### src/rtl/piso.sv
`default_nettype none
// ============================================================================
// Module   : piso
// Purpose  : Parallel-in, serial-out shift register for the PMU bitstream
//            path. Captures a WIDTH-bit word in one cycle, then emits one bit
//            per enabled clock on data_o with valid_o marking unsent bits.
// Config   : PISO_LSB_FIRST_EN -- when defined, the word is emitted LSB
//            first (right shift); otherwise MSB first (left shift).
// Revision : 1.0 - initial release
// ============================================================================
module piso #(
    parameter int WIDTH = 128,
    parameter int CNT_W = $clog2(WIDTH + 1)
) (
    input  logic             clk,
    input  logic             rst,      // synchronous, active-low
    input  logic             load,
    input  logic             en,
    input  logic [WIDTH-1:0] data_i,
    output logic             data_o,
    output logic             valid_o
);

    // Counter value loaded with a fresh word: every bit is still unsent.
    localparam logic [CNT_W-1:0] c_cnt_full = CNT_W'(WIDTH);
    localparam logic [CNT_W-1:0] c_cnt_zero = '0;
    localparam logic [CNT_W-1:0] c_cnt_one  = CNT_W'(1);

    logic [WIDTH-1:0] r_sreg;
    logic [CNT_W-1:0] r_cnt;
    logic [WIDTH-1:0] w_sreg_shifted;
    logic [CNT_W-1:0] w_cnt_dec;

`ifdef PISO_LSB_FIRST_EN
    // LSB-first: the head bit lives at bit 0, shift right with zero fill.
    assign w_sreg_shifted = {1'b0, r_sreg[WIDTH-1:1]};
    assign data_o         = r_sreg[0];
`else
    // MSB-first: the head bit lives at the top, shift left with zero fill.
    assign w_sreg_shifted = {r_sreg[WIDTH-2:0], 1'b0};
    assign data_o         = r_sreg[WIDTH-1];
`endif

    // Remaining-bit count saturates at zero so an idle shifter keeps
    // clocking zeros without wrapping back to a "valid" state.
    assign w_cnt_dec = (r_cnt == c_cnt_zero) ? c_cnt_zero : (r_cnt - c_cnt_one);

    assign valid_o = (r_cnt != c_cnt_zero);

    // Register update: reset beats load, load beats shift, otherwise hold.
    always_ff @(posedge clk) begin
        if (!rst) begin
            r_sreg <= '0;
            r_cnt  <= c_cnt_zero;
        end else if (load) begin
            r_sreg <= data_i;
            r_cnt  <= c_cnt_full;
        end else if (en) begin
            r_sreg <= w_sreg_shifted;
            r_cnt  <= w_cnt_dec;
        end
    end

endmodule
`default_nettype wire

### config.mk
export PLATFORM = sky130hd
export DESIGN_NAME = piso
export DESIGN_NICKNAME = d
export VERILOG_FILES = /design/src/rtl/piso.sv
export SDC_FILE = /design/constraint.sdc
export NUM_CORES = 1
export LEC_CHECK = 0
export BUFFER_PORTS_ARGS = -buffer_cell sky130_fd_sc_hd__buf_2
export CAP_MARGIN = 20
export CORE_AREA = 2 2 111 113
export DETAILED_ROUTE_END_ITERATION = 10
export DIE_AREA = 0 0 113 115
export PLACE_DENSITY = 0.77
export SYNTH_ARGS = -nofsm -noshare
export SYNTH_HDL_FRONTEND = slang
export SYNTH_SLANG_ARGS = --single-unit
### constraint.sdc
create_clock -name clk -period 2 [get_ports clk]
set_clock_uncertainty 0.15 [all_clocks]
set_input_delay 0.4 -clock clk [delete_from_list [all_inputs] [get_ports clk]]
set_output_delay 0.4 -clock clk [all_outputs]
set_load 0.01 [all_outputs]
==> reports/metrics.cfg, run 1 <==
[status]
violations = DRC, setup timing
status = finished with violations

[finish]
diodes = 0
final_nets = 986
synthToLayoutAreaGrowth_pct = 21.6
drive_gt1_frac = 0.205
final_util = 0.660

[synth]
synth-main-ff-cell = dfxtp_1
synth_enable_flop_cells = 0
synth.avg_cell_area_um2 = 8.60
synth_area_um2 = 6410
synth_most_common_cell = dfxtp_1
synth_area_leaders = dfxtp_1, mux2i_1, and2_1
synth.distinct_cells = 30
synthXorXnorAreaFrac = 0
ys_ff_latch = 136
synth_nets = 878
synth-simple-area-share = 0.223
yosysTopAreaCell = dfxtp_1
synth_mux_area_frac = 0.198
synth-compound-area-share = 0.113
syn_inst = 745
yosysWarnings = 0
synth_top_area_frac = 0.425
synthAdderAreaFrac = 0.00195
synth_top_family_by_area = simple AND/OR/NAND/NOR gates
synthTopCellsByCount = dfxtp_1, nand2_1, o21ai_0
synth-async-reset-ratio = 0
seq_area_frac_synth = 0.425

[sta]
fin_tns_setup_ns = -0.0147
worstMarginPinSlew_ns = 0.587
fin_crit_ns = 2.01
relSlewSlack = 0.609
finalCritPeriodShare = 1.01
hold_violations = 0
finalSetupViolations = 1
fmax_mhz = 496
rsz0062_at_grt = yes
slew_violations = 0
layout_setup_ws_ns = -0.0147

[cts]
cts.hold.buffers_added = 0
insertion_delay_ns = 0.41
numCtsBuffers = 17
cts.root.buffer_cell = clkbuf_16
cts.path.max_buffers = 2
cts_tree = done
cts.sinks = 136
path_clk_slew_ns = 0.06
cts.htree.levels = 4

[die]
die_area_um2 = 13000
start_util = 0.542
die_height_um = 115
io_pins = 134
rows = 40
die_w_um = 113
core_um2 = 11800

[drt]
antenna_left = 0
via_count = 5257
drc = 7
dr.pass1.iters = 7
totalWireLength_um = 13200
vias_per_cell = 5.19
dr.first_iter.drc_count = 265
wire_per_inst_um = 13.0

[placement]
place.gp.congestion = 0.828
portBuffers = 133
hpwl_um = 8670

[global_route]
grt_pass1_vias = 5012
antenna_found_initial = 0
overflow = 0
grt_max_degree = 72
grt_use_total = 0.209
grt_pass1_wl_um = 22100

[critical_path]
arrival_ns = 1.46
crit_type = flop to output port
required_ns = 1.45
endpoint_kind = output port
cp_max_fo = 7
r2r_start = r_cnt[0]
r2r_setup_slack_ns = 0.36
r2r_end = r_cnt[5]
start_kind = flop
r2r_cells = 3

[pwr]
p_leak_nw = 3.60
power.density_nw_per_um2 = 861
ir_worst_vdd_uv = 438

[min_path]
min_delay_path_depth = 3
min_path_type = input port to flop
min_to = r_sreg[0]
hp-start = data_i[0]

[run]
maxCapViolCount = 0

## how the worst max path moves through the flow
| stage | startpoint | depth (start not counted) | end |
|---|---|---|---|
| 2_1_floorplan | en | 4 | r_cnt[5] |
| 3_3_place_gp | en | 4 | r_cnt[5] |
| 3_5_place_dp | en | 5 | r_sreg[18] |
| 4_1_cts | r_cnt[6] | 4 | valid_o |
| 5_1_grt | r_cnt[4] | 4 | valid_o |
| 6_report | r_cnt[4] | 4 | valid_o |
## placed cells by master (no fill, tap or decap), drive strengths merged
master     n
or4b       1
mux2i    127
nor4b      1
nand3      2
o22ai      1
nor3b      1
dfxtp    136
nand4bb    1
nor2       1
ha         1
nor4       2
and2     127
o32ai      1
and4       1
o41ai      1
nand2b     2
nand3b     1
and3       1
or3        5
o21ai    129
buf      147
o31ai      2
clkinv     1
or3b       1
bufinv     1
clkbuf    29
nand2    129
a21oi      6
inv        4
o31a       1
nor2b      2
## worst max-delay path, stage by stage (launching register included)
cell     delay [ns]
dfxtp_4        0.37
nor4_4         0.30
and3_4         0.24
inv_2          0.03
buf_6          0.11
## flip-flops by register name (all words and copies together), names as in the netlist
signal  cells
r_cnt       8
r_sreg    128
## final cells by class
cell class,count,area [um^2]
Clock inverter,2,35.0
Fill cell,996,4020
Timing Repair Buffer,147,852
Sequential cell,136,2730
Inverter,4,15.0
Tap cell,147,184
Multi-Input combinational cell,547,3460
Clock buffer,29,520
## power breakdown
part | switching, W | internal [W] | total (W)
Combinational | 0.000388 | 0.000424 | 0.000812
Sequential | 0.0000948 | 0.00287 | 0.00297
Clock | 0.00106 | 0.00187 | 0.00293
## routing by layer
layer	wire length [um]	vias to the layer above	track usage
li1	-	2720	-
met1	5980	2439	0.252
met2	6550	87	0.358
met3	508	11	0.0490
met4	146	0	0.0894
met5	0	-	0
## what timing repair did
| action | 4_1_cts | 5_1_grt |
|---|---|---|
| setup buffers | 1 | 2 |
| resized for setup | 3 | 7 |
| pin swaps | 1 | 2 |
| setup endpoints to repair | 1 | 1 |
## stage by stage
step	setup WS, ns	area (um^2)	hold slack [ns]	total power [W]	std cells
2_1_floorplan	0.233	6410	0.320	0.00352	745
3_3_place_gp	0.247	7180	0.336	0.00376	978
3_5_place_dp	0.195	7180	0.371	0.00379	978
4_1_cts	0.0133	7750	0.0888	0.00675	1010
5_1_grt	-0.0831	7790	0.100	0.00702	1012
6_report	-0.0147	7790	0.117	0.00671	1012
## cell families after synthesis
| group | after synthesis |
|---|---|
| buf+inv | 62 |
| fa+ha+maj | 1 |
| compound gates | 141 |
| simple gates | 278 |
| flops | 136 |
| mux | 127 |
Note: power is estimated with default switching activity, not from simulation.
==> run 2: changes to the inputs <==
CORE_AREA = 2 2 117 119   (was 2 2 111 113)
DIE_AREA = 0 0 119 121   (was 0 0 113 115)
PLACE_DENSITY = 0.71   (was 0.77)
==> run 2 against run 1 <==
  * The flow now finishes without violations
  * Sequential share of layout area fell by 0.66 points
  * Critical path depth did not move
  * Via count shrank 2.5%
  * Final cell count grew 3.0%
  * Clock power grew 15%
  * Critical path type unchanged
==> reports/metrics.cfg, run 2 (synthesis results as in run 1) <==
[cts]
path_clk_slew_ns = 0.06  ; about the same
cts.root.buffer_cell = clkbuf_16
cts.htree.levels = 4  ; unchanged
cts.hold.buffers_added = 0  ; unchanged
insertion_delay_ns = 0.41  ; about the same
cts.sinks = 136  ; unchanged
cts_tree = done
cts.path.max_buffers = 2  ; unchanged
numCtsBuffers = 17  ; unchanged

[finish]
drive_gt1_frac = 0.215  ; +0.0102
final-seq-area_um2 = 2730  ; unchanged
layout_common_cells = dfxtp_1, buf_2, nand2_1, o21ai_0
final_nets = 988  ; +0.20%
top_register = r_sreg
fillers = 1174  ; +18%
final_common_cell = dfxtp_1
final_cell_area_um2 = 7940  ; +1.9%
reg_top3 = r_sreg: 128 flops, r_cnt: 8 flops
synthToLayoutAreaGrowth_pct = 24.0
multi_input_area_um2 = 3460  ; about the same
largest_reg_flops = 128  ; unchanged
diodes = 0  ; unchanged

[min_path]
min_delay_path_depth = 3  ; unchanged
min_path_type = input port to flop
min_to = r_sreg[0]
hp-start = data_i[0]

[placement]
placed_area_um2 = 7250  ; +0.89%
hpwl_um = 8140  ; -6.1%
portBuffers = 133  ; unchanged
place.gp.congestion = 0.745  ; -10%

[critical_path]
crit_type = flop to output port
r2r_cells = 3  ; unchanged
r2r_setup_slack_ns = 0.37  ; about the same
cp_max_fo = 3  ; -4
start_kind = flop
r2r_start = r_cnt[0]
required_ns = 1.45  ; about the same
endpoint_kind = output port
arrival_ns = 1.43  ; -0.03 ns
r2r_end = r_cnt[5]

[global_route]
grt_pass1_wl_um = 20900  ; -5.6%
grt_use_total = 0.176  ; -0.0330
grt_pass1_vias = 4784  ; -4.5%
overflow = 0  ; unchanged
grt_max_degree = 93  ; +29%
antenna_found_initial = 0  ; unchanged

[sta]
worstMarginPinSlew_ns = 0.585  ; -0.00176 ns
rsz0062_at_grt = yes
finalSetupViolations = 0  ; -1
hold_violations = 0  ; unchanged
relSlewSlack = 0.610  ; +0.00117
fin_tns_setup_ns = 0  ; +0.0147 ns
fmax_mhz = 505  ; +1.8%
slew_violations = 0  ; unchanged
fin_crit_ns = 1.98  ; -0.0358 ns
finalCritPeriodShare = 0.989  ; -0.0179

[pwr]
p_total_w = 0.00713  ; +6.4%
ir_worst_vdd_uv = 443  ; +1.1%
p_leak_nw = 3.65  ; +1.3%
power.density_nw_per_um2 = 898  ; +4.4%

[status]
status = complete, no violations

[die]
core_um2 = 13100  ; +11%
die_w_um = 119  ; +5.3%
start_util = 0.490  ; -0.0528
io_pins = 134  ; unchanged
rows = 42  ; +5.0%
die_height_um = 121  ; +5.2%
die_area_um2 = 14400  ; +11%

[drt]
totalWireLength_um = 12500  ; -5.1%
via_count = 5128  ; -2.5%
vias_per_cell = 4.92  ; -5.3%
wire_per_inst_um = 12.0  ; -7.8%
drc = 0  ; -7
dr.pass1.iters = 4  ; -3
antenna_left = 0  ; unchanged
dr.first_iter.drc_count = 265  ; unchanged

[run]
maxCapViolCount = 0  ; unchanged

run 2: cell types whose count changed in the layout (fill, tap and decap cells not counted):
cell        previous run  this run
buf_12                 5         6
buf_4                  9        10
bufinv_16              1         5
clkbuf_1               7         0
clkbuf_8               5         1
clkinv_2               1         2
clkinv_4               0         1
clkinvlp_4             0         3
ha_1                   1         0
ha_2                   0         1
inv_6                  0         1
run 2: layout make-up:
cell class | instances | share of cell area
clock inverter | 12 | 0.0252
multi-input combinational | 547 | 0.436
clock buffer | 18 | 0.0553
sequential | 136 | 0.344
timing repair buffer | 149 | 0.111
inverter | 4 | 0.00189
tap | 176 | 0.0277
run 2: timing repair:
action	4_1_cts	5_1_grt
gates resized for setup	4	6
setup buffers	1	2
pin swaps	2	2
endpoints found under the setup margin	1	1
run 2: metal layers:
metal	GRT usage	share of wire	vias to the layer above
met3	0.0428	0.041	12
li1	-	-	2731
met1	0.222	0.49	2275
met5	0	0	-
met4	0.0565	0.011	0
met2	0.295	0.46	110
run 2: worst max path at each step:
stage	startpoint	cells past startpoint	end
floorplan	en	4	r_cnt[5]
global placement	en	4	r_cnt[5]
detailed placement	en	4	r_cnt[5]
CTS	r_cnt[4]	4	valid_o
global route	r_cnt[6]	4	valid_o
finish	r_cnt[6]	4	valid_o
run 2: report_power, final:
part,switching (W),internal [W]
Combinational,0.000381,0.000428
Clock,0.00114,0.00223
Sequential,0.0000879,0.00287
run 2: metrics by stage:
step	hold slack [ns]	worst slack (ns)	instances	utilization
2_1_floorplan	0.320	0.233	745	-
3_3_place_gp	0.347	0.243	1009	0.554
3_5_place_dp	0.345	0.209	1009	0.554
4_1_cts	0.104	-0.0139	1040	0.604
5_1_grt	0.117	-0.0472	1042	0.607
6_report	0.130	0.0211	1042	0.607
run 2: worst max-delay path, stage by stage (launching register included):
cell     delay, ns
dfxtp_4       0.35
nor4_4        0.29
and3_4        0.24
inv_2         0.04
buf_6         0.11
==> run 3: changes to the inputs <==
ABC_AREA = 1   (was not set)
CORE_AREA = 2 2 120 122   (was 2 2 117 119)
DIE_AREA = 0 0 122 124   (was 0 0 119 121)
==> run 3 against run 2 <==
  * Combinational power increased by 10%
  * Sequential share of layout area fell by 1.1 points
  * Critical path depth grew 1
  * Via count is 14% higher
  * Sequential power decreased by 1%
  * Design area up 3.2%
  * First-iteration DRC count grew 33%
  * Core utilization is 0.98 points lower
  * Wire length grew 11%
  * Synthesized cell count rose by 26%
  * Register-to-register slack better by 0.17 ns
  * Critical endpoint unchanged
  * Largest cell class unchanged
  * Largest power group unchanged
==> reports/metrics.cfg, run 3 <==
[finish]
final_cell_area_um2 = 8190  ; +3.2%
layout_common_cells = inv_1, nand2_1, dfxtp_1
drive_gt1_frac = 0.232  ; +0.0176
largest_reg_flops = 128  ; unchanged
final_nets = 1187  ; +20%
top_register = r_sreg
final_common_cell = inv_1
diodes = 0  ; unchanged
synthToLayoutAreaGrowth_pct = 19.8
reg_top3 = r_sreg: 128 flops, r_cnt: 8 flops

[die]
core_um2 = 13700  ; +4.8%
start_util = 0.499  ; +0.00901
io_pins = 134  ; unchanged
die_height_um = 124  ; +2.5%
rows = 43  ; +2.4%
die_w_um = 122  ; +2.5%
die_area_um2 = 15100  ; +5.1%

[drt]
dr.pass1.iters = 4  ; unchanged
via_count = 5832  ; +14%
wire_per_inst_um = 11.1  ; -7.2%
antenna_left = 0  ; unchanged
totalWireLength_um = 13900  ; +11%
drc = 0  ; unchanged
dr.first_iter.drc_count = 353  ; +33%
vias_per_cell = 4.68  ; -5.0%

[synth]
synth_area_um2 = 6840  ; +6.8%
seq_area_frac_synth = 0.398  ; -0.0270
synth-async-reset-ratio = 0  ; unchanged
synth_enable_flop_cells = 0  ; unchanged
yosysWarnings = 0  ; unchanged
synth_nets = 1074  ; +22%
yosysTopAreaCell = dfxtp_1
syn_inst = 941  ; +26%
synthTopCellsByCount = inv_1, nand2_1, dfxtp_1
ys_ff_latch = 136  ; unchanged
synth.distinct_cells = 25  ; -17%
synth_most_common_cell = inv_1
synth.avg_cell_area_um2 = 7.27  ; -15%
synth-main-ff-cell = dfxtp_1
synth_area_leaders = dfxtp_1, inv_1, o221ai_2
synth_top_area_frac = 0.398  ; -0.0270

[pwr]
p_leak_nw = 4.30  ; +18%
ir_worst_vdd_uv = 469  ; +6.0%
power.density_nw_per_um2 = 845  ; -5.9%

[placement]
portBuffers = 133  ; unchanged
place.gp.congestion = 0.819  ; +9.9%
placed_area_um2 = 7600  ; +4.9%
dp_slack_ns = 0.245  ; +0.0364 ns
hpwl_um = 9320  ; +15%

[cts]
cts_tree = done
insertion_delay_ns = 0.41  ; about the same
cts_resized = 0  ; -4
cts.path.max_buffers = 2  ; unchanged
numCtsBuffers = 17  ; unchanged
cts.sinks = 136  ; unchanged
cts.hold.buffers_added = 0  ; unchanged
cts.root.buffer_cell = clkbuf_16
cts.htree.levels = 4  ; unchanged
path_clk_slew_ns = 0.05  ; about the same
post_cts_buffers = 0  ; -1

[critical_path]
r2r_setup_slack_ns = 0.54  ; +0.17 ns
endpoint_kind = output port
arrival_ns = 1.34  ; -0.09 ns
start_kind = flop
crit_type = flop to output port
startpoint = r_cnt[4]
r2r_cells = 7  ; +4
required_ns = 1.45  ; about the same
r2r_start = r_cnt[0]
cp_max_fo = 4  ; +1

[global_route]
antenna_found_initial = 0  ; unchanged
grt_pass1_vias = 5400  ; +13%
overflow = 0  ; unchanged
grt_max_degree = 130  ; +40%
grt_use_total = 0.191  ; +0.0159
grt_pass1_wl_um = 23200  ; +11%

[sta]
fin_tns_setup_ns = 0  ; unchanged
finalSetupViolations = 0  ; unchanged
fin_crit_ns = 1.89  ; -0.0929 ns
relSlewSlack = 0.633  ; +0.0233
layout_setup_ws_ns = 0.114  ; +0.0929 ns
finalCritPeriodShare = 0.943  ; -0.0464
slew_violations = 0  ; unchanged
rsz0062_at_grt = no
fmax_mhz = 530  ; +4.9%
hold_violations = 0  ; unchanged
worstMarginPinSlew_ns = 0.550  ; -0.0349 ns

[min_path]
min_delay_path_depth = 3  ; unchanged
min_path_type = input port to flop
hp-start = data_i[0]

[status]
status = complete, no violations

[run]
maxCapViolCount = 0  ; unchanged

## run 3: per-layer routing
| metal | global-route usage | vias up | share of wire |
|---|---|---|---|
| met5 | 0 | - | 0 |
| met4 | 0.0797 | 0 | 0.019 |
| met3 | 0.0426 | 21 | 0.044 |
| met2 | 0.336 | 111 | 0.49 |
| met1 | 0.226 | 2606 | 0.45 |
| li1 | - | 3094 | - |
## run 3: cells by family (layout without fill, tap and decap cells)
kind of cell,Yosys count,count (layout),synth area share
buffers and inverters,314,440,0.194
and+or+nand+nor,295,295,0.166
AOI/OAI and AO/OA,192,192,0.237
DFF,136,136,0.398
xor gates and xnor gates,3,3,0.00384
adders and majority gates,1,1,0.00183
## run 3: area by class of cell
class / count / area, um^2
Sequential cell: 136 / 2720
Multi-Input combinational cell: 491 / 2800
Tap cell: 180 / 225
Clock inverter: 9 / 123
Timing Repair Buffer: 150 / 886
Clock buffer: 23 / 468
Inverter: 258 / 971
Fill cell: 1278 / 5530
## run 3: metrics by stage
stage | utilization | total power [W] | instances | hold slack, ns
floorplan | - | 0.00361 | 941 | 0.289
global placement | 0.554 | 0.00385 | 1215 | 0.299
detailed placement | 0.554 | 0.00387 | 1215 | 0.308
CTS | 0.597 | 0.00700 | 1247 | 0.0903
global route | 0.597 | 0.00725 | 1247 | 0.106
finish | 0.597 | 0.00692 | 1247 | 0.102
## run 3: report_power, final
part | internal [W] | total [W] | leakage [nW] | switching (W)
sequential | 0.00287 | 0.00292 | 1.12 | 0.0000464
combinational | 0.000365 | 0.000893 | 2.89 | 0.000528
clock | 0.00201 | 0.00311 | 0.291 | 0.00110
total | 0.00525 | 0.00692 | 4.30 | 0.00167
## run 3: final timing paths
| kind | endpoint |
|---|---|
| max | valid_o |
| max reg2reg | r_cnt[4] |
| min reg2reg | r_sreg[126] |
| min | r_sreg[0] |
## run 3: critical path, cell delays in order (launching register included)
cell	delay, ns
dfxtp_1	0.33
inv_1	0.06
nand2_1	0.07
nor3_1	0.18
nand3_1	0.13
buf_2	0.16
